### src/rtl/ula_seq.sv
// ula_seq: registered N-bit ALU with a start/busy/done handshake and status flags.
// Optional feature macro: ULA_MUL_EN. When defined, code 110 runs a WIDTH-cycle shift-add
// multiplier. When undefined, code 110 completes in one cycle and raises op_invalida.
module ula_seq #(
  parameter int unsigned WIDTH = 8
) (
  input  logic             clk,
  input  logic             rst,
  input  logic             start,
  input  logic [WIDTH-1:0] A,
  input  logic [WIDTH-1:0] B,
  input  logic [2:0]       seletor,
  output logic [WIDTH-1:0] resultado,
  output logic [WIDTH-1:0] resultado_alto,
  output logic             zero,
  output logic             negativo,
  output logic             carry,
  output logic             overflow,
  output logic             op_invalida,
  output logic             busy,
  output logic             done
);

  localparam logic [1:0] StIdle = 2'd0;
  localparam logic [1:0] StCalc = 2'd1;
`ifdef ULA_MUL_EN
  localparam logic [1:0] StMul  = 2'd2;
  localparam int unsigned CntW = (WIDTH > 1) ? $clog2(WIDTH) : 1;
`endif

  logic [1:0]       state_q, state_d;
  logic [WIDTH-1:0] a_q, a_d, b_q, b_d;
  logic [2:0]       sel_q, sel_d;
  logic [WIDTH-1:0] res_q, res_d, res_hi_q, res_hi_d;
  logic             zero_q, zero_d, neg_q, neg_d, carry_q, carry_d;
  logic             ovf_q, ovf_d, inv_q, inv_d, done_q, done_d;

  logic [WIDTH-1:0] calc_res;
  logic             calc_carry, calc_ovf, calc_inv;
  logic [WIDTH:0]   sum_ext, diff_ext;

`ifdef ULA_MUL_EN
  logic [2*WIDTH-1:0] acc_q, acc_d, mul_step;
  logic [CntW-1:0]    cnt_q, cnt_d;
  logic [WIDTH:0]     mul_sum;

  // One shift-add iteration: add A to the upper half when the current multiplier bit is set,
  // then shift the whole accumulator right, consuming one multiplier bit.
  always_comb begin
    mul_sum  = {1'b0, acc_q[2*WIDTH-1:WIDTH]} + (acc_q[0] ? {1'b0, a_q} : '0);
    mul_step = {mul_sum, acc_q[WIDTH-1:1]};
  end
`endif

  // Single-cycle result and flags from the latched operands.
  always_comb begin
    sum_ext    = {1'b0, a_q} + {1'b0, b_q};
    diff_ext   = {1'b0, a_q} - {1'b0, b_q};
    calc_res   = '0;
    calc_carry = 1'b0;
    calc_ovf   = 1'b0;
    calc_inv   = 1'b0;
    case (sel_q)
      3'b000: calc_res = a_q & b_q;
      3'b001: calc_res = a_q | b_q;
      3'b010: calc_res = ~a_q;
      3'b011: calc_res = ~(a_q & b_q);
      3'b100: begin
        calc_res   = sum_ext[WIDTH-1:0];
        calc_carry = sum_ext[WIDTH];
        calc_ovf   = (a_q[WIDTH-1] == b_q[WIDTH-1]) && (sum_ext[WIDTH-1] != a_q[WIDTH-1]);
      end
      3'b101: begin
        calc_res   = diff_ext[WIDTH-1:0];
        calc_carry = diff_ext[WIDTH];  // borrow: A < B unsigned
        calc_ovf   = (a_q[WIDTH-1] != b_q[WIDTH-1]) && (diff_ext[WIDTH-1] != a_q[WIDTH-1]);
      end
      3'b111: calc_res = a_q ^ b_q;
      default: calc_inv = 1'b1;  // 110 only reaches here with the multiplier compiled out
    endcase
  end

  // Next-state: handshake FSM, operand capture and output update on completion.
  always_comb begin
    state_d  = state_q;
    a_d      = a_q;
    b_d      = b_q;
    sel_d    = sel_q;
    res_d    = res_q;
    res_hi_d = res_hi_q;
    zero_d   = zero_q;
    neg_d    = neg_q;
    carry_d  = carry_q;
    ovf_d    = ovf_q;
    inv_d    = inv_q;
    done_d   = 1'b0;
`ifdef ULA_MUL_EN
    acc_d    = acc_q;
    cnt_d    = cnt_q;
`endif
    case (state_q)
      StIdle: begin
        if (start) begin
          a_d     = A;
          b_d     = B;
          sel_d   = seletor;
          state_d = StCalc;
`ifdef ULA_MUL_EN
          if (seletor == 3'b110) begin
            state_d = StMul;
            acc_d   = {{WIDTH{1'b0}}, B};
            cnt_d   = '0;
          end
`endif
        end
      end
      StCalc: begin
        res_d    = calc_res;
        res_hi_d = '0;
        zero_d   = (calc_res == '0);
        neg_d    = calc_res[WIDTH-1];
        carry_d  = calc_carry;
        ovf_d    = calc_ovf;
        inv_d    = calc_inv;
        done_d   = 1'b1;
        state_d  = StIdle;
      end
`ifdef ULA_MUL_EN
      StMul: begin
        acc_d = mul_step;
        cnt_d = cnt_q + 1'b1;
        if (cnt_q == CntW'(WIDTH - 1)) begin
          res_d    = mul_step[WIDTH-1:0];
          res_hi_d = mul_step[2*WIDTH-1:WIDTH];
          zero_d   = (mul_step == '0);
          neg_d    = mul_step[WIDTH-1];
          carry_d  = (mul_step[2*WIDTH-1:WIDTH] != '0);
          ovf_d    = 1'b0;
          inv_d    = 1'b0;
          done_d   = 1'b1;
          state_d  = StIdle;
        end
      end
`endif
      default: state_d = StIdle;
    endcase
  end

  // State registers with synchronous reset; reset aborts any operation in flight.
  always_ff @(posedge clk) begin
    if (rst) begin
      state_q  <= StIdle;
      a_q      <= '0;
      b_q      <= '0;
      sel_q    <= '0;
      res_q    <= '0;
      res_hi_q <= '0;
      zero_q   <= 1'b0;
      neg_q    <= 1'b0;
      carry_q  <= 1'b0;
      ovf_q    <= 1'b0;
      inv_q    <= 1'b0;
      done_q   <= 1'b0;
`ifdef ULA_MUL_EN
      acc_q    <= '0;
      cnt_q    <= '0;
`endif
    end else begin
      state_q  <= state_d;
      a_q      <= a_d;
      b_q      <= b_d;
      sel_q    <= sel_d;
      res_q    <= res_d;
      res_hi_q <= res_hi_d;
      zero_q   <= zero_d;
      neg_q    <= neg_d;
      carry_q  <= carry_d;
      ovf_q    <= ovf_d;
      inv_q    <= inv_d;
      done_q   <= done_d;
`ifdef ULA_MUL_EN
      acc_q    <= acc_d;
      cnt_q    <= cnt_d;
`endif
    end
  end

  assign resultado      = res_q;
  assign resultado_alto = res_hi_q;
  assign zero           = zero_q;
  assign negativo       = neg_q;
  assign carry          = carry_q;
  assign overflow       = ovf_q;
  assign op_invalida    = inv_q;
  assign busy           = (state_q != StIdle);
  assign done           = done_q;

endmodule

### config.mk
export PLATFORM = sky130hd
export DESIGN_NAME = ula_seq
export DESIGN_NICKNAME = d
export VERILOG_FILES = /design/src/rtl/ula_seq.sv
export SDC_FILE = /design/constraint.sdc
export NUM_CORES = 1
export LEC_CHECK = 0
export CAP_MARGIN = 10
export CELL_PAD_IN_SITES_DETAIL_PLACEMENT = 0
export CELL_PAD_IN_SITES_GLOBAL_PLACEMENT = 2
export CORE_MARGIN = 1.5
export CORE_UTILIZATION = 33
export CTS_BUF_LIST = sky130_fd_sc_hd__clkbuf_8 sky130_fd_sc_hd__clkbuf_16
export CTS_CLUSTER_DIAMETER = 30
export DETAILED_ROUTE_END_ITERATION = 7
export GPL_TIMING_DRIVEN = 0
export MAX_ROUTING_LAYER = met4
export PLACE_DENSITY = 0.83
export SLEW_MARGIN = 20
export SYNTH_ARGS = -nofsm -noshare
export SYNTH_HDL_FRONTEND = slang
export SYNTH_SLANG_ARGS = --single-unit
### constraint.sdc
create_clock -name clk -period 4 [get_ports clk]
set_input_delay 0.6 -clock clk [delete_from_list [all_inputs] [get_ports clk]]
set_output_delay 0.6 -clock clk [all_outputs]
set_load 0.03 [all_outputs]
== Word-level counts from Yosys, hierarchy flattened ==
Index checks and enable logic that the tools add are counted.

* Register bits after elaboration: 34
* Input bits: 22

* Add/sub/neg operators: 2
* Equal/unequal tests: 10
* Muxes and demuxes: 5
* Bitwise gates (word level): 6
* Reduce and logical (&&, ||, !) cells: 8

{| class="wikitable"
|+ Operator list
! cell !! count
|-
| 8-bit one-hot mux with 7 select lines || 1
|-
| 8-bit NOT || 2
|-
| 8-bit by 8-bit adder with 9-bit output || 1
|-
| 3-bit equality test (second input constant) || 3
|-
| 8-bit by 8-bit subtractor with 9-bit output || 1
|-
| 8-bit bitwise AND || 1
|-
| 8-bit logical NOT || 1
|-
| 8-bit bitwise OR || 1
|-
| 8-bit bitwise XOR || 1
|-
| 7-bit OR reduction || 1
|-
| 3-bit by 2-bit equality test with 1-bit output (second input constant) || 2
|-
| 1-bit one-hot mux with 2 select lines || 2
|-
| 3-bit by 1-bit equality test with 1-bit output (second input constant) || 1
|-
| 3-bit logical NOT || 1
|-
| 1-bit inequality test || 3
|-
| 1-bit logical AND || 2
|-
| 2-bit logical NOT || 1
|-
| 1-bit 2-to-1 mux || 2
|-
| 2-bit AND reduction || 1
|-
| 2-bit OR reduction || 1
|-
| 1-bit equality test || 1
|-
| 1-bit NOT || 1
|}

== Longest topological paths before layout ==
* Depth after elaboration: 4
* Mapped depth: 10
* Mapped depth without buffers: 10

== Least setup slack after synthesis ==
No wires, ideal clock.

* Kind: register to register
* Start point: reg a_q[0]
* End point: reg zero_q (netlist: zero)
* Library setup time: 0.116 ns
* Data arrival time: 2.225 ns
* Setup slack: 1.660 ns
* Stages on the path, launching flop included: 11
* Period minus slack after synthesis: 2.340 ns
* Path through: dfxtp_1 > inv_1 > ha_1 > fa_1 > o21ba_1 > or4_4 > o211ai_2 > a31oi_1 > o311a_1 > nor3b_1 > a31o_1

* Longest elaborated chain between the ends: 4

{| class="wikitable"
|+ Ends and longest elaborated chain
! item !! RTL line !! text
|-
| start, declared || 32 || <nowiki>logic [WIDTH-1:0] a_q, a_d, b_q, b_d;</nowiki>
|-
| start signal, assigned || 153 || <nowiki>a_q <= '0;</nowiki>
|-
| start signal, assigned || 170 || <nowiki>a_q <= a_d;</nowiki>
|-
| branches (longest 2 deep; another with 8-bit by 8-bit subtractor with 9-bit output) || - ||
|-
| 8-bit one-hot mux with 7 select lines * || 63 || <nowiki>case (sel_q)</nowiki>
|-
| 8-bit logical NOT * || 120 || <nowiki>zero_d = (calc_res == '0);</nowiki>
|-
| end signal, assigned || 175 || <nowiki>zero_q <= zero_d;</nowiki>
|-
| end, declared || 35 || <nowiki>logic zero_q, zero_d, neg_q, neg_d, carry_q, carry_d;</nowiki>
|}

Every way passes the cells marked *.
A chain may end at the register's enable or synchronous reset.

== Worst setup path after layout ==
Ends and elaborated chain as after synthesis.

==> metrics.cfg <==
[place]
dp_hpwl_um=5420
placed_area_mm2=0.00306
gp_congestion=0.889
placement.io_buffers=35
dp_slack_ns=1.31

[pwr]
power_uw=942
p_leak_nw=1.31
peakVddDrop_mv=0.108
power.density_mw_per_mm2=298

[finish]
mostFrequentLayoutCells=nand2_1 (46), a21oi_1 (40), clkdlybuf4s50_1 (35), dfxtp_1 (33), nor2_1 (27)
num-nets-final=424
drive_gt1_share_pct=11.1
layout_commonest_cell=nand2_1
area_growth_pct=23.5
final_area_mm2=0.00317
fin_util_pct=43.0
num_antenna_cells=0

[cts]
clk_path_buf_depth=2
htree_levels=2
ctsResizeCount=0
cts.sinks=33
clk-insertion-delay-late_ns=0.29
postCtsSetupBuffers=0
clk_pin_slew_worst_paths_ns=0.07
cts_tree=yes
cts-buffers-inserted=5
postCtsHoldBufs=0
cts-root-buf=clkbuf_8

[grt]
grt.overflow.total=0
first_global_vias=2173
grt_max_degree=11
antenna_found_initial=0
grtUsageTotal_pct=18.4
grt_pass1_wl_um=11500

[timing]
relSlewSlack_pct=54.1
rsz0062_at_grt=no
worst_slack_ns=1.29
period_share_pct=67.7
fin_worst_skew_ns=0.00914
tightest_slew_ns=0.689
final_hold_viol_count=0
fin_tns_setup_ns=0
slew_viol_final=0
period_minus_slack_ns=2.71
setup_viol=0
max_freq_mhz=369

[yosys]
async_flop_share_pct=0
synth_area_mm2=0.00256
yosys-top-cells-area=dfxtp_1 (26%), ha_1 (12%), a21oi_1 (7.8%)
yosys_warnings=0
ys_seq_elements=33
synth-edff-count=0
yosys_most_used_dff=dfxtp_1
synth.distinct_cells=58
syn_area_per_cell_um2=7.84
synth_area_leader_cell=dfxtp_1
ys_seq_area_share_pct=25.8
syn-instance-count=327
yosys.area.top_type_share_pct=25.8

[die]
die_y_um=91.1
start_util_pct=34.8
ios=45
core_mm2=0.00737
dieArea_mm2=0.00831
dieWidth_um=91.1
rows=31

[routing]
wirelength_um=7050
ant_nets=0
drc_errors=0
drt_iter0_drc=141
wl_met2_um=3240
dr.pass1.iters=4
wl_per_cell_um=14.8
num_vias=2332
vias_per_cell=4.90
wl_met3_um=320
routed.top_layer=met4
wl_met1_um=3420

[min_path]
hold_path.class=reg2reg
hold-path-cell-count=2
min_to=overflow
min-delay-start=overflow

[setup_path]
end_kind=flop
crit_path_start_kind=flop
critPathMaxFanout=3
r2r-start=a_q[0]
r2r_end=zero
crit_arrival_ns=2.95
critical_path_class=reg2reg
cp_slowest_cell=fa_1
slowest_delay_ns=0.42
worstPathRequired_ns=4.24
r2r_cells=10
rrSetupSlack_ns=1.29
path_cells=inv_1 > ha_1 > fa_1 > o21ba_1 > o21bai_1 > a2111oi_0 > a311oi_1 > nand4_1 > nor3b_1 > a31o_1

[status]
outcome=complete, no violations

[flow_run]
maxCapViolCount=0

stage by stage:
step | hold WS [ns] | cells
2_1_floorplan | 0.453 | 334
3_3_place_gp | 0.464 | 468
3_5_place_dp | 0.472 | 468
4_1_cts | 0.483 | 476
5_1_grt | 0.503 | 476
6_report | 0.480 | 476
logic make-up after synthesis:
group / synth area share [%]
DFF: 25.8
muxes: 5.76
AOI/OAI and AO/OA: 25.1
xor gates and xnor gates: 2.05
and+or+nand+nor: 16.1
other: 0.146
adders and majority gates: 13.3
buffers and inverters: 11.8
state kept, by name, summed over array words and instances, names as in the netlist:
register,flops
resultado,8
done,1
sel_q,3
a_q,8
b_q,8
op_invalida,1
overflow,1
zero,1
state_q,1
carry,1
cell type report:
class	count	area (um^2)
tap	99	124
clock inverter	1	5.00
sequential	33	661
fill	803	4200
timing repair buffer	35	350
inverter	26	100
multi-input combinational	242	1630
clock buffer	7	96.3
buffer	33	201
worst max-delay path by stage:
stage	slack (ns)	cells past startpoint	start	endpoint
3_3_place_gp	1.32	10	a_q[0]	zero
5_1_grt	1.12	10	a_q[0]	zero
2_1_floorplan	1.66	10	a_q[0]	zero
3_5_place_dp	1.31	10	a_q[0]	zero
6_report	1.29	10	a_q[0]	zero
4_1_cts	1.28	10	a_q[0]	zero
power breakdown:
part / total [mW] / internal (mW) / switching (mW)
combinational: 0.296 / 0.128 / 0.168
clock: 0.283 / 0.156 / 0.127
sequential: 0.363 / 0.347 / 0.0155
synthesized netlist by cell type (all sizes together) (2+ instances only):
library cell / instances
inv: 26
nand2: 46
nand2b: 2
nor3: 3
a21oi: 40
buf: 23
o21bai: 2
o21ai: 8
fa: 2
dfxtp: 33
ha: 24
a311oi: 2
o31ai: 2
mux2i: 11
clkbuf: 10
a21o: 4
nor2: 27
o32ai: 2
xnor2: 6
nor3b: 4
nor2b: 3
a31oi: 3
a211oi: 14
o211ai: 2
nand4: 2
a31o: 2
a2111oi: 3
critical path, delay by kind of cell (launching register included):
kind / cells / cell delay (ns)
and+or+nand+nor: 2 / 0.38
DFF: 1 / 0.38
AOI/OAI and AO/OA: 5 / 1.14
adders and majority gates: 2 / 0.66
buffers and inverters: 1 / 0.10
layer usage:
metal | up-vias | track usage [%]
met2 | 55 | 29.4
met5 | - | -
met1 | 1058 | 24.3
met3 | 6 | 3.02
met4 | 0 | 4.30
li1 | 1213 | -
Note: power is estimated with default switching activity, not from simulation.
